## config.mk

```make
export PLATFORM = sky130hd
export DESIGN_NAME = win_min
export DESIGN_NICKNAME = d
export VERILOG_FILES = /design/src/rtl/win_min_pkg.sv /design/src/rtl/min_cmp.sv /design/src/rtl/win_min.sv
export SDC_FILE = /design/constraint.sdc
export NUM_CORES = 1
export LEC_CHECK = 0
export CAP_MARGIN = 5
export CORE_MARGIN = 1.5
export CORE_UTILIZATION = 30
export DETAILED_ROUTE_END_ITERATION = 6
export GPL_TIMING_DRIVEN = 0
export SLEW_MARGIN = 20
export SYNTH_ARGS = -nofsm -noshare
export SYNTH_HDL_FRONTEND = slang
export SYNTH_HIERARCHICAL = 1
export SYNTH_SLANG_ARGS = --single-unit
```

## constraint.sdc

```tcl
create_clock -name clk -period 7.2 [get_ports clk]
set_input_delay 0.72 -clock clk [delete_from_list [all_inputs] [get_ports clk]]
set_output_delay 0.72 -clock clk [all_outputs]
set_load 0.05 [all_outputs]
```

## src/rtl/win_min_pkg.sv

```systemverilog
// Shared types and constants for the windowed-minimum block.
// WIN_MIN_ARGIDX_EN enables the argmin position output.
package win_min_pkg;

    typedef enum logic [1:0] {
        EMPTY = 2'd0,
        ACCUM = 2'd1,
        HOLD  = 2'd2
    } state_e;

    localparam int unsigned DW_DEFAULT = 8;
    localparam int unsigned IDX_W      = 8;

`ifdef WIN_MIN_ARGIDX_EN
    localparam bit ARGIDX_EN = 1'b1;
`else
    localparam bit ARGIDX_EN = 1'b0;
`endif

endpackage

```

## src/rtl/min_cmp.sv

```systemverilog
// Unsigned compare of a candidate sample against the running minimum.
module min_cmp #(
    parameter int unsigned DW = 8
) (
    input  logic [DW-1:0] i_cur,
    input  logic [DW-1:0] i_new,
    output logic [DW-1:0] o_min,
    output logic          o_replace
);

    // Strict less-than so an equal sample never displaces the current minimum.
    assign o_replace = (i_new < i_cur);
    assign o_min     = o_replace ? i_new : i_cur;

endmodule

```

## src/rtl/win_min.sv

```systemverilog
// Minimum over fixed windows of WIN samples with valid/ready handshakes.
// Define WIN_MIN_ARGIDX_EN to add the out_idx argmin port.
module win_min
    import win_min_pkg::*;
#(
    parameter int unsigned DW  = DW_DEFAULT,
    parameter int unsigned WIN = 4
) (
    input  logic          clk,
    input  logic          rst,
    input  logic          in_valid,
    input  logic [DW-1:0] in_data,
    output logic          in_ready,
    output logic          out_valid,
    input  logic          out_ready,
    output logic [DW-1:0] out_min
`ifdef WIN_MIN_ARGIDX_EN
    ,
    output logic [IDX_W-1:0] out_idx
`endif
);

    localparam int unsigned      CNT_W    = 8;
    localparam logic [CNT_W-1:0] WIN_C    = CNT_W'(WIN);
    localparam state_e           FIRST_ST = (WIN == 1) ? HOLD : ACCUM;

    if (WIN < 1 || WIN > 255) begin : g_bad_win
        $error("win_min: WIN must be in 1..255");
    end

    state_e           r_state;
    state_e           w_state_nxt;
    logic [CNT_W-1:0] r_cnt;
    logic [CNT_W-1:0] w_cnt_nxt;
    logic [DW-1:0]    r_min;
    logic [DW-1:0]    w_min_nxt;
    logic             r_out_valid;
    logic             w_accept;
    logic [DW-1:0]    w_cmp_min;
    logic             w_replace;
`ifdef WIN_MIN_ARGIDX_EN
    logic [IDX_W-1:0] r_idx;
    logic [IDX_W-1:0] w_idx_nxt;
`endif

    // While a result is held, a new sample may only enter as the result retires.
    assign in_ready  = !rst && ((r_state != HOLD) || out_ready);
    assign w_accept  = in_valid && in_ready;
    assign out_valid = r_out_valid;
    assign out_min   = r_min;
`ifdef WIN_MIN_ARGIDX_EN
    assign out_idx   = r_idx;
`endif

    min_cmp #(.DW(DW)) u_cmp (
        .i_cur     (r_min),
        .i_new     (in_data),
        .o_min     (w_cmp_min),
        .o_replace (w_replace)
    );

    always_comb begin
        w_state_nxt = r_state;
        w_cnt_nxt   = r_cnt;
        w_min_nxt   = r_min;
`ifdef WIN_MIN_ARGIDX_EN
        w_idx_nxt   = r_idx;
`endif
        case (r_state)
            EMPTY: begin
                if (w_accept) begin
                    w_state_nxt = FIRST_ST;
                    w_cnt_nxt   = CNT_W'(1);
                    w_min_nxt   = in_data;
`ifdef WIN_MIN_ARGIDX_EN
                    w_idx_nxt   = '0;
`endif
                end
            end
            ACCUM: begin
                if (w_accept) begin
                    w_cnt_nxt = r_cnt + CNT_W'(1);
                    if (w_replace) begin
                        w_min_nxt = w_cmp_min;
`ifdef WIN_MIN_ARGIDX_EN
                        w_idx_nxt = IDX_W'(r_cnt);
`endif
                    end
                    if ((r_cnt + CNT_W'(1)) == WIN_C) begin
                        w_state_nxt = HOLD;
                    end
                end
            end
            HOLD: begin
                if (out_ready) begin
                    if (w_accept) begin
                        // Retire and open the next window in the same cycle.
                        w_state_nxt = FIRST_ST;
                        w_cnt_nxt   = CNT_W'(1);
                        w_min_nxt   = in_data;
`ifdef WIN_MIN_ARGIDX_EN
                        w_idx_nxt   = '0;
`endif
                    end else begin
                        w_state_nxt = EMPTY;
                        w_cnt_nxt   = '0;
                    end
                end
            end
            default: begin
                w_state_nxt = EMPTY;
                w_cnt_nxt   = '0;
            end
        endcase
    end

    always_ff @(posedge clk) begin
        if (rst) begin
            r_state     <= EMPTY;
            r_cnt       <= '0;
            r_min       <= '0;
            r_out_valid <= 1'b0;
`ifdef WIN_MIN_ARGIDX_EN
            r_idx       <= '0;
`endif
        end else begin
            r_state     <= w_state_nxt;
            r_cnt       <= w_cnt_nxt;
            r_min       <= w_min_nxt;
            r_out_valid <= (w_state_nxt == HOLD);
`ifdef WIN_MIN_ARGIDX_EN
            r_idx       <= w_idx_nxt;
`endif
        end
    end

endmodule

```

======== Word-level counts from Yosys, hierarchy flattened ========
Index checks and enable logic that the tools add are counted.
word-level totals
  flip-flop bits (word level) ............. 19
  latch bits .............................. 0
  RAM bits ................................ 0
  bits in read-only memories .............. 0
  output and inout port bits .............. 10
  memories ................................ 0
cells by class
  add/sub/neg operators ................... 1
  multipliers ............................. 0
  div/mod/pow operators ................... 0
  magnitude comparators ................... 1
  eq/ne operators ......................... 9
  shifts and indexed selects .............. 0
  mux-type cells .......................... 16
  bitwise gates (word level) .............. 0
  reduce and logical (&&, ||, !) cells .... 8
operators with widths
  cell                 number
  $mux 8               7
  $pmux 8 s3           2
  $add 8x1->8 const B  1
  $eq 8x3->1 const B   1
  $lt 8x8->1           1
  $mux 2               4
  $ne 2x2->1 const B   4
  $pmux 2 s3           1
  $eq 2x2->1 const B   2
  $reduce_and 4->1     1
  $reduce_and 3->1     1
  $reduce_bool 3->1    1
  $eq 2x1->1 const B   1
  $logic_and 1x1->1    2
  $logic_not 2->1      1
  $mux 1               2
  $ne 2x1->1 const B   1
  $logic_not 1->1      1
  $logic_or 1x1->1     1

======== Depth between registers and ports, before layout ========
  word-level depth ........................ 8
  mapped depth ............................ 11

======== Hierarchy ========
The synthesis kept the hierarchy.
by module, submodules not included
  module   instances  cells an instance  area each (µm²)  sequential area each (µm²)
  win_min  1          121                1039.7           380.4
  min_cmp  1          32                 301.5            0.0

======== Worst setup path after synthesis ========
Ideal clock, no wire load.
  path type ............................... register to register
  start point ............................. register r_min[5], in the netlist out_min[5]
  end point ............................... register r_min[3], in the netlist out_min[3]
  data arrival time ....................... 2614 ps
  data required time ...................... 7112 ps
  setup slack ............................. 4498 ps
  stages on the path, launching flop included .. 12
  buffers on the path ..................... 1
  cell sequence ........................... dfxtp_1 inv_1 ha_1 a211o_1 a21oi_1 o31ai_4 inv_1 nand2b_4 a211oi_4 buf_6 nor2_1 a311oi_2
on the way
  word-level cells in the longest chain between the ends .. 3
RTL lines
  item                               line            source
  start: declaration                 win_min.sv:35   logic [DW-1:0] r_min;
  start signal: assignment           win_min.sv:129  r_min <= w_min_nxt;
  $lt 8x8->1                         min_cmp.sv:12   assign o_replace = (i_new < i_cur);
  via w_replace                      win_min.sv:40   logic w_replace;
  $ne 2x1->1 (no source line)        -
  $reduce_and 4->1 (no source line)  -
The timed path passes the listed nets, and every way through them passes these cells.
A chain may end at the register's enable or synchronous reset.

======== Worst setup path in the final report ========
  start point ............................. input port rst
  end point ............................... output port in_ready
on the way
  word-level cells in the longest chain between the ends .. 2
RTL lines
  item                line           source
  start: declaration  win_min.sv:10  input logic rst,
  $logic_not 1->1     win_min.sv:47  assign in_ready = !rst && ((r_state != HOLD) || out_ready);
  $logic_and 1x1->1   win_min.sv:47
  end: declaration    win_min.sv:13  output logic in_ready,
No other way between the ends.

==> out/results.ini <==
[run_status]
status=completed

[floorplanning]
fp.dieH_um=69.9
ios=22
core_mm2=0.00432
die_area_mm2=0.00488
rows=24
die_w_um=69.9
initial_utilization_pct=31.0

[layout]
multi_input_area_um2=876
seq_area_um2=380
finalCoreUtilization_pct=38.4
fillers=455
antenna_cells=0
syn_to_final_growth_pct=23.9
nets=199
drive_above_1_share_pct=15.7
final_cells=230

[power_and_ir_drop]
p_clk_share_pct=27.8
p_sw_uw=86.5
power.internal_uw=185
ir_worst_vdd_mv=0.0665
power_leakage_uw=0.000603
power_density_mw_per_mm2=163
switching_share_pct=31.9
p_seq_share_pct=41.9
comb_power_share_pct=30.3

[setup_path]
crit_required_ns=6.48
crit_type=in2out
cp_top_family=buffers and inverters
cp_common_cell=clkdlybuf4s50_1
worstPathCellList=clkdlybuf4s50_1, clkbuf_1, nor2_1, clkdlybuf4s50_1
cp-end-kind=output port
slowest_delay_ns=0.73
slowest_stage=clkdlybuf4s50_1
critical_path_buf_inv_count=3
crit_path_start_kind=input pin
cp.arrival_ns=2.46
crit_fanout=10

[sta]
period_needed_ns=3.18
drv_slew=0
setup_viol=0
tightest_slew_ns=0.600
fin_worst_skew_ns=0.00141
fin_ws_ns=4.02
rsz0062_at_grt=false
timing.slew.headroom_pct=60.0
report.final.hold_viol_count=0
setup-tns-final_ns=0
finalCritPeriodShare_pct=44.1
max_freq_ghz=0.315
holdWs_ns=0.519

[cts]
clk_path_buf_depth=2
ctsHoldBuffers=0
cts_tree=done
cts_setup_buffers=0
h-tree-depth=1
cts.repair.resized=0
numClockSinks=19
clk_latency_ns=0.26
clk_pin_slew_worst_paths_ns=0.07
cts_buffers=3
cts_root_buffer=clkbuf_8

[drt]
drtIter0Drc=51
drc=0
routedWlPerCell_um=13.2
vias_per_cell=5.19
antenna_left=0
drt_pass1_iterations=4
routed_wl_um=3030
dr_total_vias=1194

[synth]
yosys.area.top_type=dfxtp_1
synthCells=153
async_flop_share_pct=0
ys_dominant_reg_cell=dfxtp_1
synth-edff-count=0
syn_nets=173
seq_area_frac_synth_pct=28.4
netlist_area_mm2=0.00134
synth_top_cell_area_share_pct=28.4
yosysMostFrequentCell=dfxtp_1
ys_types=46
synth.area.top_cells=dfxtp_1, ha_1, mux2_2, nand2_1, nor2_1
ys_ff_latch=19
synth_area_per_cell_um2=8.77
ys_warn_count=6
synthTopCellsByCount=dfxtp_1, nand2_1, nor2_1, inv_1

[global_routing]
grt_first_pass_wirelength_um=5150
first_global_vias=1101
grt_max_degree=11
antenna_found_initial=0
gr-total-overflow=0
grt_usage_pct=12.8

[min_path]
hold_class=reg2reg

[placement]
dp.cells=226
io_buffer_count=21
place_ws_ns=3.78
gp_congestion=0.794
dp_hpwl_um=2230

[flow_run]
maxCapViolCount=0

-- cell type report --
class / instances / area share, %
buffer: 7 / 2.86
clock buffer: 4 / 2.71
inverter: 10 / 2.26
multi-input combinational: 117 / 52.7
sequential: 19 / 22.9
tap: 52 / 3.92
timing repair buffer: 21 / 12.7
-- logic make-up (layout without fill, tap and decap cells) --
family                   count (synthesis)  in the layout  share of synthesized area (%)
flip-flops                              19             19                           28.4
XOR/XNOR                                 1              1                          0.653
adder cells (fa/ha/maj)                  8              8                           7.46
buffers and inverters                   17             42                           6.34
AND/OR/NAND/NOR                         59             59                           22.9
AO/OA/AOI/OAI                           40             40                           26.8
multiplexers                             9              9                           7.46
-- power groups by stage --
| stage | clock network, uW | logic [uW] | registers, uW |
|---|---|---|---|
| 5_1_grt | 80.4 | 89.7 | 114 |
| 6_report | 75.4 | 82.2 | 113 |
| 4_1_cts | 77.2 | 83.2 | 114 |
| 3_3_place_gp | 0 | 81.9 | 116 |
| 2_1_floorplan | 0 | 47.1 | 127 |
| 3_5_place_dp | 0 | 82.7 | 116 |
-- stage by stage --
stage | total power [uW] | cell area, um2
CTS | 274 | 1660
global placement | 198 | 1620
global route | 284 | 1660
floorplan | 174 | 1340
detailed placement | 199 | 1620
finish | 271 | 1660
-- worst min-delay path, cell delays in order, from the launching register on --
cell,delay (ns)
dfxtp_1,0.34
o21ai_0,0.08
a21oi_1,0.06
-- state kept, by name (all words and copies together) (netlist names) --
signal,count
out_min,8
r_cnt,8
r_state,2
out_valid,1
-- layer usage --
layer | global-route usage [%] | vias to the layer above | share of wire (%)
li1 | - | 615 | -
met1 | 17.6 | 547 | 50
met2 | 20.7 | 28 | 46
met3 | 2.74 | 4 | 3.4
met4 | 2.56 | 0 | 0.99
met5 | 0 | - | 0
-- cell usage in the layout (no fill, tap or decap), types with 3 or more instances in the layout --
cell and n:
nand2b_1 3, clkbuf_8 3, clkdlybuf4s50_1 21, a311oi_2 3, ha_1 8, nor2_1 18
a21oi_1 7, nand2_1 18, and3_1 3, a32o_1 3, inv_1 10, o21ai_0 5
dfxtp_1 19, a311oi_1 7, mux2_2 8, nand3_1 4
-- worst paths after layout --
check	from	cells past startpoint	to	slack [ns]
max	rst	4	in_ready	4.02
min	r_cnt[7]$_SDFFE_PP0P_	2	r_cnt[7]$_SDFFE_PP0P_	0.52
max reg2reg	out_min[5]$_SDFFE_PP0P_	11	out_min[3]$_SDFFE_PP0P_	4.55
min reg2reg	r_cnt[7]$_SDFFE_PP0P_	2	r_cnt[7]$_SDFFE_PP0P_	0.52
Power figures use the tool's default switching activity.
